File: config.mk
export PLATFORM = sky130hd
export DESIGN_NAME = cacc_slcg_en_ctrl
export DESIGN_NICKNAME = d
export VERILOG_FILES = /design/src/rtl/cacc_slcg_en_ctrl.sv
export SDC_FILE = /design/constraint.sdc
export NUM_CORES = 1
export LEC_CHECK = 0
export CORE_MARGIN = 2
export CORE_UTILIZATION = 35
export DETAILED_ROUTE_END_ITERATION = 16
export SLEW_MARGIN = 20
export SYNTH_ARGS = -nofsm -noshare
export SYNTH_HDL_FRONTEND = slang
export SYNTH_SLANG_ARGS = --single-unit
export TNS_END_PERCENT = 10
File: constraint.sdc
create_clock -name nvdla_core_clk -period 2.65 [get_ports nvdla_core_clk]
set_input_delay 0.265 -clock nvdla_core_clk [delete_from_list [all_inputs] [get_ports nvdla_core_clk]]
set_output_delay 0.265 -clock nvdla_core_clk [all_outputs]
set_load 0.1 [all_outputs]
File: src/rtl/cacc_slcg_en_ctrl.sv
// Activity-driven enable generator for the CACC second-level clock gate.
// Optional gated-cycle statistics are built only when NVDLA_CACC_SLCG_STATS_EN is defined.
module cacc_slcg_en_ctrl #(
  parameter int unsigned WAKE_LAT  = 2,
  parameter int unsigned IDLE_HOLD = 16,
  parameter int unsigned CSB_HOLD  = 4
) (
  input  logic        nvdla_core_clk,
  input  logic        nvdla_core_rstn,
  input  logic        op_en,
  input  logic        activity_req,
  input  logic        dp_busy,
  input  logic        csb_req,
  input  logic        dla_clk_ovr_on,
  input  logic        global_clk_ovr_on,
  output logic        dla_clk_ovr_on_sync,
  output logic        global_clk_ovr_on_sync,
  output logic        slcg_en_src_0,
  output logic        slcg_en_src_1,
  output logic        wake_ack,
  output logic [1:0]  gate_state,
  input  logic        stats_clr,
  output logic [31:0] gated_cycle_cnt
);

  typedef enum logic [1:0] {
    GATED  = 2'd0,
    WAKE   = 2'd1,
    ACTIVE = 2'd2,
    DRAIN  = 2'd3
  } gate_state_t;

  localparam logic [3:0] WAKE_LOAD = 4'(WAKE_LAT);
  localparam logic [7:0] IDLE_LOAD = 8'(IDLE_HOLD - 1);
  localparam logic [3:0] CSB_LOAD  = 4'(CSB_HOLD);

  gate_state_t state_q, state_d;
  logic [3:0]  wake_cnt_q, wake_cnt_d;
  logic [7:0]  idle_cnt_q, idle_cnt_d;
  logic [3:0]  csb_cnt_q;
  logic        dla_meta_q, dla_sync_q;
  logic        glb_meta_q, glb_sync_q;
  logic        en0_r, ack_r;
  logic        trig, ovr;

  assign trig = (op_en & activity_req) | dp_busy;
  assign ovr  = dla_sync_q | glb_sync_q;

  // Two-flop synchronizers for the asynchronous override inputs.
  always_ff @(posedge nvdla_core_clk) begin
    if (!nvdla_core_rstn) begin
      dla_meta_q <= 1'b0;
      dla_sync_q <= 1'b0;
      glb_meta_q <= 1'b0;
      glb_sync_q <= 1'b0;
    end else begin
      dla_meta_q <= dla_clk_ovr_on;
      dla_sync_q <= dla_meta_q;
      glb_meta_q <= global_clk_ovr_on;
      glb_sync_q <= glb_meta_q;
    end
  end

  always_ff @(posedge nvdla_core_clk) begin
    if (!nvdla_core_rstn) begin
      state_q    <= GATED;
      wake_cnt_q <= 4'd0;
      idle_cnt_q <= 8'd0;
      en0_r      <= 1'b0;
      ack_r      <= 1'b0;
    end else begin
      state_q    <= state_d;
      wake_cnt_q <= wake_cnt_d;
      idle_cnt_q <= idle_cnt_d;
      en0_r      <= (state_d != GATED);
      ack_r      <= (state_d == ACTIVE) || (state_d == DRAIN);
    end
  end

  // The ACTIVE cycle that first sees trig low already counts as idle, so DRAIN
  // leaves one step early and IDLE_HOLD==1 skips DRAIN entirely.
  always_comb begin
    state_d    = state_q;
    wake_cnt_d = wake_cnt_q;
    idle_cnt_d = idle_cnt_q;
    case (state_q)
      GATED: begin
        if (trig) begin
          state_d    = WAKE;
          wake_cnt_d = WAKE_LOAD;
        end
      end
      WAKE: begin
        if (wake_cnt_q <= 4'd1) begin
          state_d    = ACTIVE;
          wake_cnt_d = 4'd0;
        end else begin
          wake_cnt_d = wake_cnt_q - 4'd1;
        end
      end
      ACTIVE: begin
        if (!trig) begin
          state_d    = (IDLE_HOLD == 1) ? GATED : DRAIN;
          idle_cnt_d = IDLE_LOAD;
        end
      end
      DRAIN: begin
        if (trig) begin
          state_d = ACTIVE;
        end else if (idle_cnt_q <= 8'd1) begin
          state_d    = GATED;
          idle_cnt_d = 8'd0;
        end else begin
          idle_cnt_d = idle_cnt_q - 8'd1;
        end
      end
      default: state_d = GATED;
    endcase
  end

  always_ff @(posedge nvdla_core_clk) begin
    if (!nvdla_core_rstn) begin
      csb_cnt_q <= 4'd0;
    end else if (csb_req) begin
      csb_cnt_q <= CSB_LOAD;
    end else if (csb_cnt_q != 4'd0) begin
      csb_cnt_q <= csb_cnt_q - 4'd1;
    end
  end

  assign dla_clk_ovr_on_sync    = dla_sync_q;
  assign global_clk_ovr_on_sync = glb_sync_q;
  assign slcg_en_src_0          = en0_r | ovr;
  assign wake_ack               = ack_r | ovr;
  assign slcg_en_src_1          = csb_req | (csb_cnt_q != 4'd0) | en0_r | ovr;
  assign gate_state             = state_q;

`ifdef NVDLA_CACC_SLCG_STATS_EN
  logic [31:0] gated_cnt_q;

  // Saturating count of cycles with the datapath clock off; clear wins.
  always_ff @(posedge nvdla_core_clk) begin
    if (!nvdla_core_rstn) begin
      gated_cnt_q <= 32'd0;
    end else if (stats_clr) begin
      gated_cnt_q <= 32'd0;
    end else if (!slcg_en_src_0 && (gated_cnt_q != 32'hFFFF_FFFF)) begin
      gated_cnt_q <= gated_cnt_q + 32'd1;
    end
  end

  assign gated_cycle_cnt = gated_cnt_q;
`else
  logic unused_stats_clr;
  assign unused_stats_clr = stats_clr;
  assign gated_cycle_cnt  = 32'd0;
`endif

endmodule

==> results, run 1 <==
- The cell area after technology mapping is 1410 µm².
- The number of cells on the worst reg-to-reg path is 4.
- The minimum clock period after layout is 1.92 ns.
- After detailed routing, the wire length on met1 is 1.04 mm.
- The count of flip-flops with a built-in enable after synthesis is 0.
- In this run the number of H-tree levels came out at 1.
- The total of cells resized after clock tree synthesis is 0.
- The register-to-register setup slack is 0.95 ns.
- TritonCTS built the clock tree.
- The yosys synthesis warning count is 0.
- After detailed routing, the met3 layer carries 131 µm of wire.
- The buffer cell driving the clock tree root is sky130_fd_sc_hd__clkbuf_8.
- The estimated wirelength of the detail-placed design is 1.53 mm.
- The setup slack after layout is 0.730 ns.
- The total setup violations reported at the end of the flow is 0.
- The share of synthesized area in the top cell type comes to 34.1%.
- TritonCTS created 3 clock buffers.
- The total DRC errors in the routed layout is 0.
- The number of fill cells is 415.
- For this design, the slowest cell found on the critical path is sky130_fd_sc_hd__or3_2.
- The static leakage is 0.000653 µW.
- Including well taps, the total number of placed cells is 224.
- For this run, asynchronously set or reset flops after synthesis account for 0%.
- The global route total overflow is 0.
- At the pin with the least slew margin, the transition time is 0.755 ns.
- Synthesis instantiated 38 different standard cells from the library.
- In the final layout, the share of cells above drive strength 1 is 10.7%.
- The worst endpoint required time is 2.38 ns.
- The wire length reported by the detailed router is 2.12 mm.
- Walking the worst path, the cells encountered are or3_2, or3_1, buf_4.
- In the global route stage, overall resource usage came out at 10.9%.
- Port buffering added 14 buffers.
- In this run the tightest slew margin relative to its limit is 49.5%.
- The number of antenna diodes in the final layout is 0.
- For this block, the initial DRC count from the detailed router was 33.
- The number of synthesized register bits is 24.
- The mean area per synthesized cell is 8.53 µm².
- The cell count after synthesis came out at 165.
- The net count of the finished layout is 193.
- The number of cells on the worst hold path is 1.
- The final clock period utilization by the worst path is 72.5%.
- The CTS clock-pin slew for the worst setup and hold paths is 0.08 ns.
- The critical path data arrival time is 1.66 ns.
- The maximum clock insertion buffer count is 2.
- IR analysis of the VDD net gives a maximum drop of 0.383 mV.
- The number of buffers and inverters on the critical path is 1.
- Dividing the detail-routed wire length by the instance count gives 9.29 µm.
- Ranked by instance count, the synthesized netlist is headed by 32 x sky130_fd_sc_hd__buf_4, 24 x sky130_fd_sc_hd__dfxtp_1, 12 x sky130_fd_sc_hd__nor2_1.
- The leading register cell type out of synthesis is sky130_fd_sc_hd__dfxtp_1.
- The number of vias after detailed routing is 1,004.
- The top-level I/O count is 48.
- For this run, the detailed router's first-pass iteration total came to 3.
- The delay contributed by the slowest stage of the critical path is 0.48 ns.
- After floorplanning, the core was sized to cover 3940 µm².
- The via count of the first global-routing pass came to 825.
- The endpoint identified for the worst register-to-register timing path is ack_r$_SDFF_PN0_.
- Timing analysis after detailed placement gives a worst setup slack of 0.887 ns.
- The detailed-route vias per instance is 4.40.
- The number of maximum-capacitance constraint violations is 0.
- The worst hold-check slack is 0.436 ns.
- The number of standard cells in the final layout excluding fillers is 228.
- The starting density of the core is 35.7%.
- The die covers 4540 µm².
- After synthesis, the cell types taking the most area are sky130_fd_sc_hd__dfxtp_1 34%, sky130_fd_sc_hd__buf_4 17%, sky130_fd_sc_hd__ha_1 4.4%.
- The initialized floorplan defines 23 standard-cell rows.
- The fmax is 521 MHz.
- Summed over all instances, the cell type with the most area after synthesis is sky130_fd_sc_hd__dfxtp_1.
- Setup repair after global routing left no endpoint under its margin.
- The max-slew violation count is 0.
- The clock tree skew after final layout is 0.00260 ns.
- The number of antenna violations at the first check in global routing is 0.
- After routing, the total negative slack on setup checks comes to 0 ns.
- Once the clock tree was built, the setup fixing pass inserted 0 buffers.
- The most instantiated library cell after synthesis is sky130_fd_sc_hd__buf_4.
- The wire length on met2 is 910 µm.
- Counting every sink on the clock net gives 24.
- Power spread over the standard cell area amounts to 1120 nW/µm².
- The floorplan step set the die height to 67.4 µm.
- The family of cells with the greatest summed delay on the critical path is simple AND/OR/NAND/NOR gates.
- The path class of the tightest hold or removal check is flop to flop.
- The number of routed nets with antenna violations is 0.
- The count of final hold-check violations is 0.
- The category of the worst setup path capture point is an output pin.
- The first global-routing pass estimated 3.73 mm of wire.
- Along the worst path, the maximum fanout reaches 3.
- The layout-stage area growth over the synthesis result is 8.53%.
- The run finished with clean final reports.
- In this run the most critical hold path is launched from glb_meta_q$_SDFF_PN0_.
- The capture endpoint of the worst hold path is global_clk_ovr_on_sync$_SDFF_PN0_.
- From left edge to right edge, the die measures 67.4 µm.
- Hold repair after CTS inserted 0 buffers.
- The launching point of the worst reg2reg path is idle_cnt_q[3]$_SDFFE_PN0P_.
- The category of the critical setup timing path is flop to output pin.
- The maximum number of pins on one net before global-route repair is 23.
- The type of element launching the critical path is a flop.
- The highest layer touched by signal routing is met4.
- Counting buffers and inverters, the worst setup path is 3 cells deep.
- The placer congestion estimate is 0.700.
- The register area share after synthesis is 34.1%.
- The latest clock arrival within the worst-skew pair is 0.27 ns.
==> sequential cells by signal, indices dropped and copies added (netlist names), 2 cells and up <==
register / count
idle_cnt_q: 8
wake_cnt_q: 4
csb_cnt_q: 4
gate_state: 2
==> power by group <==
part           switching, µW  total (µW)  internal (µW)
clock network            114         316            202
logic                    624         873            249
registers               93.4         522            428
total                    831        1710            880
==> through the flow <==
step | instance area (µm²) | power, µW | util [%]
2_1_floorplan | 1530 | 1310 | -
3_3_place_gp | 1460 | 1400 | 36.9
3_5_place_dp | 1460 | 1410 | 36.9
4_1_cts | 1530 | 1730 | 38.7
5_1_grt | 1530 | 1820 | 38.7
6_report | 1530 | 1710 | 38.7
==> worst max-delay path by stage <==
stage / to / slack (ns) / startpoint
final: slcg_en_src_1 / 0.73 / global_clk_ovr_on_sync$_SDFF_PN0_
after global routing: slcg_en_src_1 / 0.69 / global_clk_ovr_on_sync$_SDFF_PN0_
after CTS: slcg_en_src_1 / 0.71 / global_clk_ovr_on_sync$_SDFF_PN0_
after detailed placement: csb_cnt_q[1]$_SDFFE_PP0P_ / 0.89 / nvdla_core_rstn
after global placement: csb_cnt_q[1]$_SDFFE_PP0P_ / 0.87 / nvdla_core_rstn
after floorplan: slcg_en_src_1 / 0.03 / global_clk_ovr_on_sync$_SDFF_PN0_
==> cell families (layout without fill, tap and decap cells) <==
| family | after synthesis | after routing | synth area share (%) |
|---|---|---|---|
| adders and majority gates | 5 | 5 | 4.44 |
| and+or+nand+nor | 58 | 58 | 23.3 |
| other | 1 | 32 | 0.266 |
| xor gates and xnor gates | 5 | 5 | 3.11 |
| buffers and inverters | 44 | 26 | 20.4 |
| AOI/OAI and AO/OA | 27 | 27 | 13.6 |
| muxes | 1 | 1 | 0.711 |
| DFF | 24 | 24 | 34.1 |
==> layout make-up <==
type / instances / area (µm²) / share of cell area [%]
flip-flops and latches: 24 / 480 / 31.4
repair buffers: 15 / 130 / 8.52
clock buffers: 3 / 41.3 / 2.70
well taps: 50 / 62.6 / 4.09
inverters: 7 / 26.3 / 1.72
clock inverters: 1 / 30.0 / 1.97
multi-input cells: 128 / 757 / 49.5
==> layout by cell type (no fill, tap or decap), types with 6 or more instances in the layout <==
cell type / netlist / routed
sky130_fd_sc_hd__o21a_1: 7 / 7
sky130_fd_sc_hd__clkdlybuf4s50_1: 0 / 7
sky130_fd_sc_hd__buf_4: 32 / 8
sky130_fd_sc_hd__nand2_1: 9 / 9
sky130_fd_sc_hd__nor2_1: 12 / 12
sky130_fd_sc_hd__conb_1: 1 / 32
sky130_fd_sc_hd__dfxtp_1: 24 / 24
sky130_fd_sc_hd__nor3_1: 6 / 6
sky130_fd_sc_hd__inv_1: 6 / 6
==> metal layers <==
layer | vias to the layer above | global-route usage [%]
met3 | 5 | 3.50
met4 | 0 | 5.36
met2 | 31 | 16.7
met5 | - | 0
met1 | 445 | 13.6
li1 | 523 | -
Note: power is estimated with default switching activity, not from simulation.
==> inputs of run 2 (changes only) <==
clock period = 1.8 ns   (was 2.65 ns; I/O delays follow)
==> results, run 2 (synthesis results as in run 1) <==
- The worst slack after detailed placement is 0.180 ns.
- The number of routed nets with antenna violations is 0.
- The max-slew violation count is 0.
- Setup violations remaining at the end of the flow were counted as 0.
- In this run the power spent charging and discharging nets is 1250 µW.
- After layout, the worst setup slack is 0.0835 ns.
- For the worst setup path, the data required time is 1.62 ns.
- The wire length reported by the detailed router is 2.17 mm.
- The tightest min-delay check is of the flop to flop type.
- The first global-routing pass estimated 3.83 mm of wire.
- The clock period could shrink to 1.72 ns.
- The floorplan step defined a core boundary enclosing 3940 µm².
- The first-pass iteration count of the detailed router is 4.
- The number of vias after detailed routing is 1,014.
- On the worst path, the slowest cell contributes a delay of 0.38 ns.
- The worst hold-check slack is 0.436 ns.
- The critical path buffer and inverter count is 1.
- Setup repair after global routing left no endpoint under its margin.
- The estimated wirelength of the detail-placed design is 1.62 mm.
- The starting density of the core is 35.7%.
- The violation count after the first detailed-route iteration is 11.
- The maximum clock insertion buffer count is 2.
- Traced cell by cell, the critical path runs through or3_4, or3_4, buf_12.
- The via count of the first global-routing pass was 856.
- The design internal power is 1410 µW.
- The total setup buffers inserted after CTS is 0.
- The met3 wirelength from detailed routing is 135 µm.
- The top fanout value on the critical path is 3.
- In this run the number of H-tree levels came out at 1.
- The finished layout cell area is 1610 µm².
- Net switching is 47.0% of the power.
- The part of the total power dissipated in sequential elements is 29.4%.
- The met1 wire length is 1.03 mm.
- The relative contribution of the clock network to total power is 17.6%.
- The y dimension of the die is 67.4 µm.
- The latest clock arrival within the worst-skew pair is 0.26 ns.
- The critical path data arrival time is 1.54 ns.
- The CTS clock-pin slew for the worst setup and hold paths is 0.09 ns.
- After detailed placement, the total cell area comes to 1540 µm².
- Routability-driven placement finished with a final weighted congestion of 0.761.
- The register with the most flip-flops is idle_cnt_q.
- The row count is 23.
- The run finished with clean final reports.
- The analysis attributes to cell leakage a power of 0.000687 µW.
- After detailed routing, the average wire length per cell comes to 9.37 µm.
- After detailed routing, the met2 layer carries 987 µm of wire.
- The clock tree skew after final layout is 0.00319 ns.
- The category of the worst setup path capture point is an output pin.
- Summed over all layers, the global routing overflow is 0.
- Of the total power, combinational logic draws 52.9%.
- Across the VDD grid, the largest voltage drop is 0.837 mV.
- In this run the tightest slew margin relative to its limit is 61.0%.
- The count of buffers inserted at the top-level ports is 14.
- The count of final hold-check violations is 0.
- Clock tree synthesis selected as its root buffer the cell sky130_fd_sc_hd__clkbuf_8.
- The highest-delay cell along the critical path is sky130_fd_sc_hd__or3_4.
- The maximum number of pins on one net before global-route repair is 18.
- Global routing used 10.9% of the available tracks across all layers.
- Counting the buffers created by CTS gives 3.
- The number of antenna diodes is 0.
- The number of maximum-capacitance constraint violations is 0.
- Pin placement for this block handled 48 I/O pins.
- The net count of the finished layout is 197.
- The TritonCTS sink count is 24.
- The area of the die is 4540 µm².
- The library cell used most frequently in the layout, excluding fill and tap cells, is sky130_fd_sc_hd__conb_1.
- The worst setup path is launched from a flop.
- The overall power of the completed layout is 2660 µW.
- The number of fill cells is 404.
- The fmax is 583 MHz.
- At the pin with the least slew margin, the transition time is 0.584 ns.
- The detailed-route vias per instance is 4.37.
- Counting stages on the worst path, the most repeated cell is sky130_fd_sc_hd__or3_4.
- Among cell families on the critical path, the largest total delay comes from simple AND/OR/NAND/NOR gates.
- In the final layout, the registers with the most flip-flops are idle_cnt_q (8), csb_cnt_q (4), wake_cnt_q (4).
- TritonCTS built the clock tree.
- In this run the power density over the cells is 1650 nW/µm².
- The category of the critical setup timing path is flop to output pin.
- The flip-flop count of the largest register after layout is 8.
- The topmost layer with routed signal wires is met4.
- The final clock period utilization by the worst path is 95.4%.
- The number of antenna violations at the first check in global routing was 0.
- The share of layout cells above drive strength 1 is 15.4%.
- In the layout the commonest cells are 32 x sky130_fd_sc_hd__conb_1, 21 x sky130_fd_sc_hd__dfxtp_1, 12 x sky130_fd_sc_hd__nor2_1.
- After detailed routing, the number of remaining DRC violations is 0.
- The area growth from synthesis to layout is 14.4%.
- The die boundary width is 67.4 µm.
[run 2: changes by cell type in the layout (fill, tap and decap cells not counted), sizes merged]
cell	previous run	this run
buf	8	12
[run 2: final timing paths]
check | start | to | slack (ns) | depth (start not counted)
setup / recovery | global_clk_ovr_on_sync$_SDFF_PN0_ | slcg_en_src_1 | 0.08 | 3
setup reg to reg | idle_cnt_q[0]$_SDFFE_PN0P_ | gate_state[0]$_SDFF_PN0_ | 0.25 | 7
hold reg to reg | dla_meta_q$_SDFF_PN0_ | dla_clk_ovr_on_sync$_SDFF_PN0_ | 0.44 | 1
hold / removal | dla_meta_q$_SDFF_PN0_ | dla_clk_ovr_on_sync$_SDFF_PN0_ | 0.44 | 1
[run 2: repair_timing]
action / CTS / global route
hold buffers: 0 / 0
setup endpoints to repair: 0 / 1
hold endpoints to repair: 0 / 0
gates resized for setup: 0 / 1
[run 2: per-stage QoR]
step	util, %	std cells	setup TNS (ns)
CTS	40.8	232	0
floorplan	-	196	-0.0330
finish	40.8	232	0
detailed placement	39.0	228	0
global route	40.8	232	0
global placement	39.0	228	0
[run 2: final cells by class]
type	instances	area [µm²]	area share, %
tap	50	62.6	3.89
sequential	24	484	30.1
clock inverter	1	30.0	1.86
timing repair buffer	19	198	12.3
inverter	7	26.3	1.63
multi-input combinational	128	768	47.7
clock buffer	3	41.3	2.56
[run 2: power by group through the flow]
stage          combinational [µW]  clock, µW  sequential (µW)
2_1_floorplan                1060          0              874
5_1_grt                      1510        507              811
4_1_cts                      1410        482              784
3_5_place_dp                 1400          0              795
6_report                     1410        469              783
3_3_place_gp                 1400          0              796
[run 2: metal layers]
layer	GRT usage [%]	vias to the layer above
li1	-	529
met1	14.3	450
met2	17.1	33
met3	3.50	2
met4	3.32	0
met5	0	-
